## src/rtl/axis_packet_arbiter.sv

```systemverilog
// Packet-atomic round-robin N:1 AXI-Stream merge; grant held from first beat to tlast.
// Latency: 2 cycles from tvalid in IDLE to m_axis_tvalid; stalls propagate combinationally m_axis_tready -> s_axis_tready.
module axis_packet_arbiter #(
  parameter int S_MSEL_WIDTH = 3,
  parameter int S_CHANNEL_NO = 2**S_MSEL_WIDTH,
  parameter int DATA_WIDTH   = 32
) (
  input  logic                                   aclk,
  input  logic                                   areset,
  input  logic [S_CHANNEL_NO-1:0][DATA_WIDTH-1:0] s_axis_tdata,
  input  logic [S_CHANNEL_NO-1:0]                s_axis_tvalid,
  input  logic [S_CHANNEL_NO-1:0]                s_axis_tlast,
  output logic [S_CHANNEL_NO-1:0]                s_axis_tready,
  output logic [DATA_WIDTH-1:0]                  m_axis_tdata,
  output logic                                   m_axis_tvalid,
  output logic                                   m_axis_tlast,
  output logic [S_MSEL_WIDTH-1:0]                m_axis_tid,
  input  logic                                   m_axis_tready
);

  typedef enum logic {IDLE = 1'b0, BUSY = 1'b1} state_t;

  state_t                  state, state_nxt;
  logic [S_MSEL_WIDTH-1:0] grant, grant_nxt;
  logic [S_MSEL_WIDTH-1:0] last_grant, last_grant_nxt;
  logic [S_MSEL_WIDTH-1:0] cand;
  logic                    load_en;
  logic                    beat_acc;

  assign load_en  = ~m_axis_tvalid | m_axis_tready;
  assign beat_acc = (state == BUSY) & s_axis_tvalid[grant] & load_en;

  always_comb begin
    state_nxt      = state;
    grant_nxt      = grant;
    last_grant_nxt = last_grant;
    s_axis_tready  = '0;
    cand           = '0;
    case (state)
      IDLE: begin
        if (|s_axis_tvalid) begin
          // Walk from furthest to nearest so the closest requester after last_grant wins.
          for (int i = S_CHANNEL_NO; i >= 1; i--) begin
            cand = last_grant + S_MSEL_WIDTH'(i);
            if (s_axis_tvalid[cand]) grant_nxt = cand;
          end
          state_nxt = BUSY;
        end
      end
      BUSY: begin
        s_axis_tready[grant] = load_en;
        if (beat_acc && s_axis_tlast[grant]) begin
          last_grant_nxt = grant;
          state_nxt      = IDLE;
        end
      end
    endcase
  end

  always_ff @(posedge aclk) begin
    if (areset) begin
      state         <= IDLE;
      grant         <= '0;
      last_grant    <= S_MSEL_WIDTH'(S_CHANNEL_NO - 1);
      m_axis_tdata  <= '0;
      m_axis_tvalid <= 1'b0;
      m_axis_tlast  <= 1'b0;
      m_axis_tid    <= '0;
    end else begin
      state      <= state_nxt;
      grant      <= grant_nxt;
      last_grant <= last_grant_nxt;
      if (beat_acc) begin
        m_axis_tdata  <= s_axis_tdata[grant];
        m_axis_tlast  <= s_axis_tlast[grant];
        m_axis_tid    <= grant;
        m_axis_tvalid <= 1'b1;
      end else if (m_axis_tready) begin
        m_axis_tvalid <= 1'b0;
      end
    end
  end

endmodule

```

## config.mk

```make
export PLATFORM = sky130hd
export DESIGN_NAME = axis_packet_arbiter
export DESIGN_NICKNAME = d
export VERILOG_FILES = /design/src/rtl/axis_packet_arbiter.sv
export SDC_FILE = /design/constraint.sdc
export NUM_CORES = 1
export LEC_CHECK = 0
export ABC_AREA = 1
export BUFFER_PORTS_ARGS = -buffer_cell sky130_fd_sc_hd__buf_2
export CELL_PAD_IN_SITES_DETAIL_PLACEMENT = 1
export CELL_PAD_IN_SITES_GLOBAL_PLACEMENT = 2
export CORE_MARGIN = 10
export CORE_UTILIZATION = 19
export DETAILED_ROUTE_END_ITERATION = 10
export MAX_ROUTING_LAYER = met4
export PLACE_DENSITY_LB_ADDON = 0.1
export SLEW_MARGIN = 5
export SYNTH_ARGS = -nofsm -noshare
export SYNTH_HDL_FRONTEND = slang
export SYNTH_SLANG_ARGS = --single-unit
```

## constraint.sdc

```tcl
create_clock -name aclk -period 5.9 [get_ports aclk]
set_input_delay 0.59 -clock aclk [delete_from_list [all_inputs] [get_ports aclk]]
set_output_delay 0.59 -clock aclk [all_outputs]
set_load 0.01 [all_outputs]
```

## Word-level counts from Yosys, hierarchy flattened

Cells that the tools add are included.

- Input port bits: 275
- Output and inout bits: 45
- Word-level logic and storage cells: 75
- Register bits: 44

- $add $sub $neg: 7
- Mux-type cells: 38
- Bitwise logic cells: 6
- Reduce and logical (&&, ||, !) cells: 7
- Magnitude comparators: 10

Operators by type and width:

| cell | number |
|---|---|
| 32-bit binary-select mux with 3-bit select | 1 |
| 3-bit by 4-bit less-than comparator with 1-bit output, second input constant | 9 |
| 32-bit two-way mux | 1 |
| 1-bit binary-select mux with 3-bit select | 10 |
| 3-bit two-way mux | 8 |
| 1-bit two-way mux | 15 |
| 3-bit adder, second input constant | 4 |
| 8-bit AND | 1 |
| 8-bit two-way mux | 1 |
| 8-bit nonzero test | 1 |
| 8-bit OR reduction | 1 |
| 3-bit by 2-bit adder with 3-bit output, second input constant | 2 |
| 3-bit by 1-bit adder with 3-bit output, second input constant | 1 |
| 1-bit demux with 3-bit select | 1 |
| 3-bit by 1-bit greater-or-equal comparator with 1-bit output, second input constant | 1 |
| 3-bit AND reduction | 1 |
| 1-bit AND | 2 |
| 1-bit logical AND | 2 |
| 1-bit inverter | 2 |
| 1-bit case mux with 2 select lines | 1 |
| 2-bit AND reduction | 1 |
| 2-bit nonzero test | 1 |
| 1-bit bitwise OR | 1 |

## Longest topological paths before layout

- Depth after elaboration: 10
- Depth in mapped cells: 16
- Gate-level depth less buffers: 15

## Worst setup path after synthesis

Ideal clock, no wire load.

- Path type: input-to-output
- From: input port m_axis_tready
- To: output port s_axis_tready[0]
- Slack: 3,815 ps
- Stages: 5
- Path buffers: 1
- Data required time: 5,310 ps
- Data arrival time: 1,495 ps
- Cells stage by stage: nor2_1 > nor2_1 > clkbuf_1 > nand2_1 > nor2_1

- Longest elaborated chain between the ends: 3

Ends and longest elaborated chain:

| item | RTL line | RTL |
|---|---|---|
| start: declaration | 18 | `input logic m_axis_tready` |
| 1-bit bitwise OR | 30 | `assign load_en = ~m_axis_tvalid \| m_axis_tready;` |
| 8-bit AND (no source line) | - |  |
| 8-bit two-way mux | 39 | `case (state)` |
| end: declaration | 13 | `output logic [S_CHANNEL_NO-1:0] s_axis_tready,` |

No other way between the ends.

## Final worst setup path

- From: register grant[0]
- To: output port s_axis_tready[0]

- Longest elaborated chain between the ends: 6
- Elaborated cells between the ends (all ways): 7
- Those cells by class: order compare: 2; mux: 3; bitwise: 1; reduce/logical: 1

Ends and longest elaborated chain:

| item | RTL line | RTL |
|---|---|---|
| start: declaration | 24 | `logic [S_MSEL_WIDTH-1:0] grant, grant_nxt;` |
| start signal: assignment | 71 | `grant <= grant_nxt;` |
| 3-bit by 4-bit less-than comparator with 1-bit output (not written as such) / 3-bit by 1-bit greater-or-equal comparator with 1-bit output (equally long branches) | 51 | `s_axis_tready[grant] = load_en;` |
| 1-bit logical AND (not written as such) | 51 |  |
| 1-bit two-way mux (not written as such) | 51 |  |
| 1-bit demux with 3-bit select * | 51 |  |
| 8-bit AND (no source line) * | - |  |
| 8-bit two-way mux * | 39 |  |

Every way passes the cells marked *; elsewhere a longest branch is shown, timed or not.

==> metrics.md <==
| Metric | Value |
|---|---|
| Hpwl dp | 20.62 mm |
| Post-synth cell types | 24 |
| # nets final | around 1300 |
| Critical Path RT | approximately 5300 ps |
| Number of cells on the worst hold path | 2 |
| DIE AREA | between 0.02 and 0.03 sq mm |
| Die Y | between 150 and 200 microns |
| Minimum clock period | 3275 ps |
| Fraction of layout cells with a size suffix above 1 | 32.51% |
| Post-route DRC | 0 |
| Number of global-route vias before repair | between 6000 and 7000 |
| Placer Congestion | 0.8317 |
| Die W | 169.8 microns |
| CTS resizes | 0 |
| Setup TNS | 0 ps |
| Final Slew Violations | 0 |
| Global-route wire length before repair | a little under 40 mm |
| Logic gate share of total power | 65.1% |
| Mapped Nets | 1060 |
| Initial Util | between 10% and 20% |
| Worst slew margin | 35.50% |
| Core region area | 0.02196 sq mm |
| CP Capture Type | output pin |
| Congestion Overflow GR | 0 |
| Switch share | 53.57% |
| Via count | 6297 |
| Critical Path AT | 2690 ps |
| Slowest CP cell | buf_4 |
| WL/cell | between 15 and 20 microns |
| Status | finished clean |
| Synth warn | 0 |
| LEAKAGE | 3.036 nW |
| CTS tree | yes |
| Root buffer cell | clkbuf_16 |
| Synth Area per Inst | 5.446 sq um |
| WHS Endpoint | m_axis_tdata[22]$_SDFFE_PP0P_ |
| Sw power | ~0.0013 W |
| PwrDens | about 380 mW/mm^2 |
| Reg power frac | 21.2% |
| Max Cap Viol | 0 |
| Synth Cell Area | 0.004264 sq mm |
| RSZ-0062 raised after global routing | no |
| Number of top-level pins | 320 |
| Synth-to-layout area growth | 45.22% |
| Sequential cell area | 884.6 sq um |
| CP peak stage delay | 790 ps |
| Worst R2R Setup Slack | 2780 ps |
| Hold Crit Start | m_axis_tdata[22]$_SDFFE_PP0P_ |
| DRT Pass-1 Iters | 4 |
| WL final | 26.32 mm |
| Tightest Pin Transition | between 900 and 1000 ps |
| Worst Setup SP | grant[0]$_SDFFE_PP0P_ |
| Most common library cell in the layout ignoring fill and taps | buf_2 |
| Int Power | 0.001086 W |
| Hold Violations, Final | 0 |
| Multi-input gate area | between 0.003 and 0.004 sq mm |
| Clk pin slew, worst setup/hold paths | around 60 ps |
| Initial antenna violation count | 6 |
| Period Utilization, post-route | 55.51% |
| Max VDD drop | 160.3 uV |
| DR iter-0 viols | around 320 |
| Worst skew pair latency | 290 ps |
| CP Class | flop to output pin |
| Post-CTS setup buffer count | 0 |
| Row Count | 54 |
| CP Launch Type | flop |
| H-tree levels | 2 |
| Routed vias/inst | 4.696 |
| Fmax | 305.3 MHz |
| Register-to-Register Path Depth | 8 |
| Critical path peak fanout | 90 |
| CTS sink count | 44 |
| Clock Path Buffers | 2 |
| Final core occ | between 20% and 30% |
| Number of port buffers | 319 |
| TritonCTS buffer count | 5 |
| # fillers | 3001 |
| GR Util All Layers | 17.79% |
| CP Cell Sequence | inv_4 -> buf_4 -> nand2_1 -> nor2_1 -> buf_2 |
| Largest net degree at the start of global routing | 91 |
| Routed Antenna Nets | 0 |
| Clk pwr share | 13.7% |
| Flops & latches, synth | 44 |
| Cells after synthesis | 783 |
| Seq/Total Area, Yosys | 20.66% |
| Hold Path Class | flop to flop |
| Most frequent cells in the layout | buf_2 (319), nor2_1 (245), o21ai_0 (135) |
| Reg-to-Reg Start | grant[0]$_SDFFE_PP0P_ |
| Hold_buf cts | 0 |
| Clock Skews | 6.764 ps |
| Final setup fails | 0 |
| RR Endpoint | m_axis_tdata[1]$_SDFFE_PP0P_ |
==> cell type report <==
| type | count | area share, % |
|---|---|---|
| inverter | 29 | 1.798 |
| antenna | 6 | 0.2425 |
| sequential | 44 | 14.29 |
| tap | 280 | 5.658 |
| multi-input combinational | 649 | 48.86 |
| clock buffer | 6 | 2.081 |
| clock inverter | 2 | 0.5658 |
| timing repair buffer | 325 | 26.51 |
==> routing by layer <==
layer,up-vias,part of all wire [%],GRT usage (%)
met5,-,0,-
met1,2931,41,20.00
met2,158,52,31.56
met3,13,6.1,4.674
li1,3195,-,-
met4,0,0.92,2.671
==> cells by family (layout without fill, tap and decap cells) <==
| logic type | after synthesis | count (layout) | share of synthesized area [%] |
|---|---|---|---|
| compound gates | 221 | 221 | 29.43 |
| xor+xnor | 3 | 3 | 0.6163 |
| fa+ha+maj | 2 | 2 | 0.5868 |
| buf+inv | 90 | 362 | 8.832 |
| flops | 44 | 44 | 20.66 |
| other cells | 0 | 6 | 0 |
| simple gates | 423 | 423 | 39.88 |
==> worst max-delay path: cells and delay by family, from the launching register on <==
| kind | cells | cell delay [ps] |
|---|---|---|
| buffers and inverters | 3 | 1410 |
| and+or+nand+nor | 2 | 360 |
| DFF | 1 | 590 |
==> worst max path at each step <==
stage / endpoint / slack [ps] / depth (start not counted)
final: s_axis_tready[0] / 2620 / 5
after global placement: m_axis_tdata[25]$_SDFFE_PP0P_ / 2700 / 8
after CTS: s_axis_tready[0] / 2590 / 5
after global routing: s_axis_tready[0] / 2390 / 5
after detailed placement: m_axis_tdata[19]$_SDFFE_PP0P_ / 2700 / 8
after floorplan: s_axis_tready[0] / 3820 / 5
==> power by group through the flow <==
stage                     combinational, W  clock (W)  sequential (W)
final                              0.00152   0.000321        0.000496
after global routing               0.00175   0.000342        0.000513
after CTS                          0.00157   0.000330        0.000498
after detailed placement           0.00156          0        0.000503
after global placement             0.00157          0        0.000505
after floorplan                    0.00108          0        0.000441
==> state kept, by name, summed over array words and instances, names as in the netlist <==
register       cells
grant              3
last_grant         3
m_axis_tdata      32
m_axis_tid         3
m_axis_tlast       1
m_axis_tvalid      1
state              1
==> stage by stage <==
stage	hold WS (ps)	std cells	setup slack, ps	instance area, sq um	power [W]
floorplan	441.1	783	3815	4264	0.001517
finish	462.7	1341	2625	6192	0.002340
global placement	445.0	1327	2698	6013	0.002077
detailed placement	455.5	1327	2700	6013	0.002063
CTS	466.6	1335	2594	6177	0.002393
global route	478.4	1341	2392	6192	0.002604
==> synth_stat cells <==
cell / instances / area [sq um]
buf_6: 2 / 22.52
dfxtp_1: 44 / 880.8
inv_2: 3 / 11.26
nand4_1: 3 / 18.77
nand2_2: 3 / 18.77
nor2_1: 246 / 923.4
xor2_1: 2 / 17.52
buf_1: 7 / 26.28
nand2_1: 93 / 349.1
buf_2: 16 / 80.08
clkbuf_1: 35 / 131.4
inv_1: 23 / 86.33
o21ai_0: 135 / 675.7
xnor2_1: 1 / 8.760
a32oi_2: 1 / 16.27
clkinv_1: 3 / 11.26
o21bai_1: 1 / 7.510
o2111ai_1: 33 / 289.0
a21oi_1: 49 / 245.2
o22ai_1: 1 / 6.260
a221oi_2: 1 / 15.01
nand3_1: 78 / 390.4
ha_1: 2 / 25.02
buf_4: 1 / 7.510
Power figures use the tool's default switching activity.
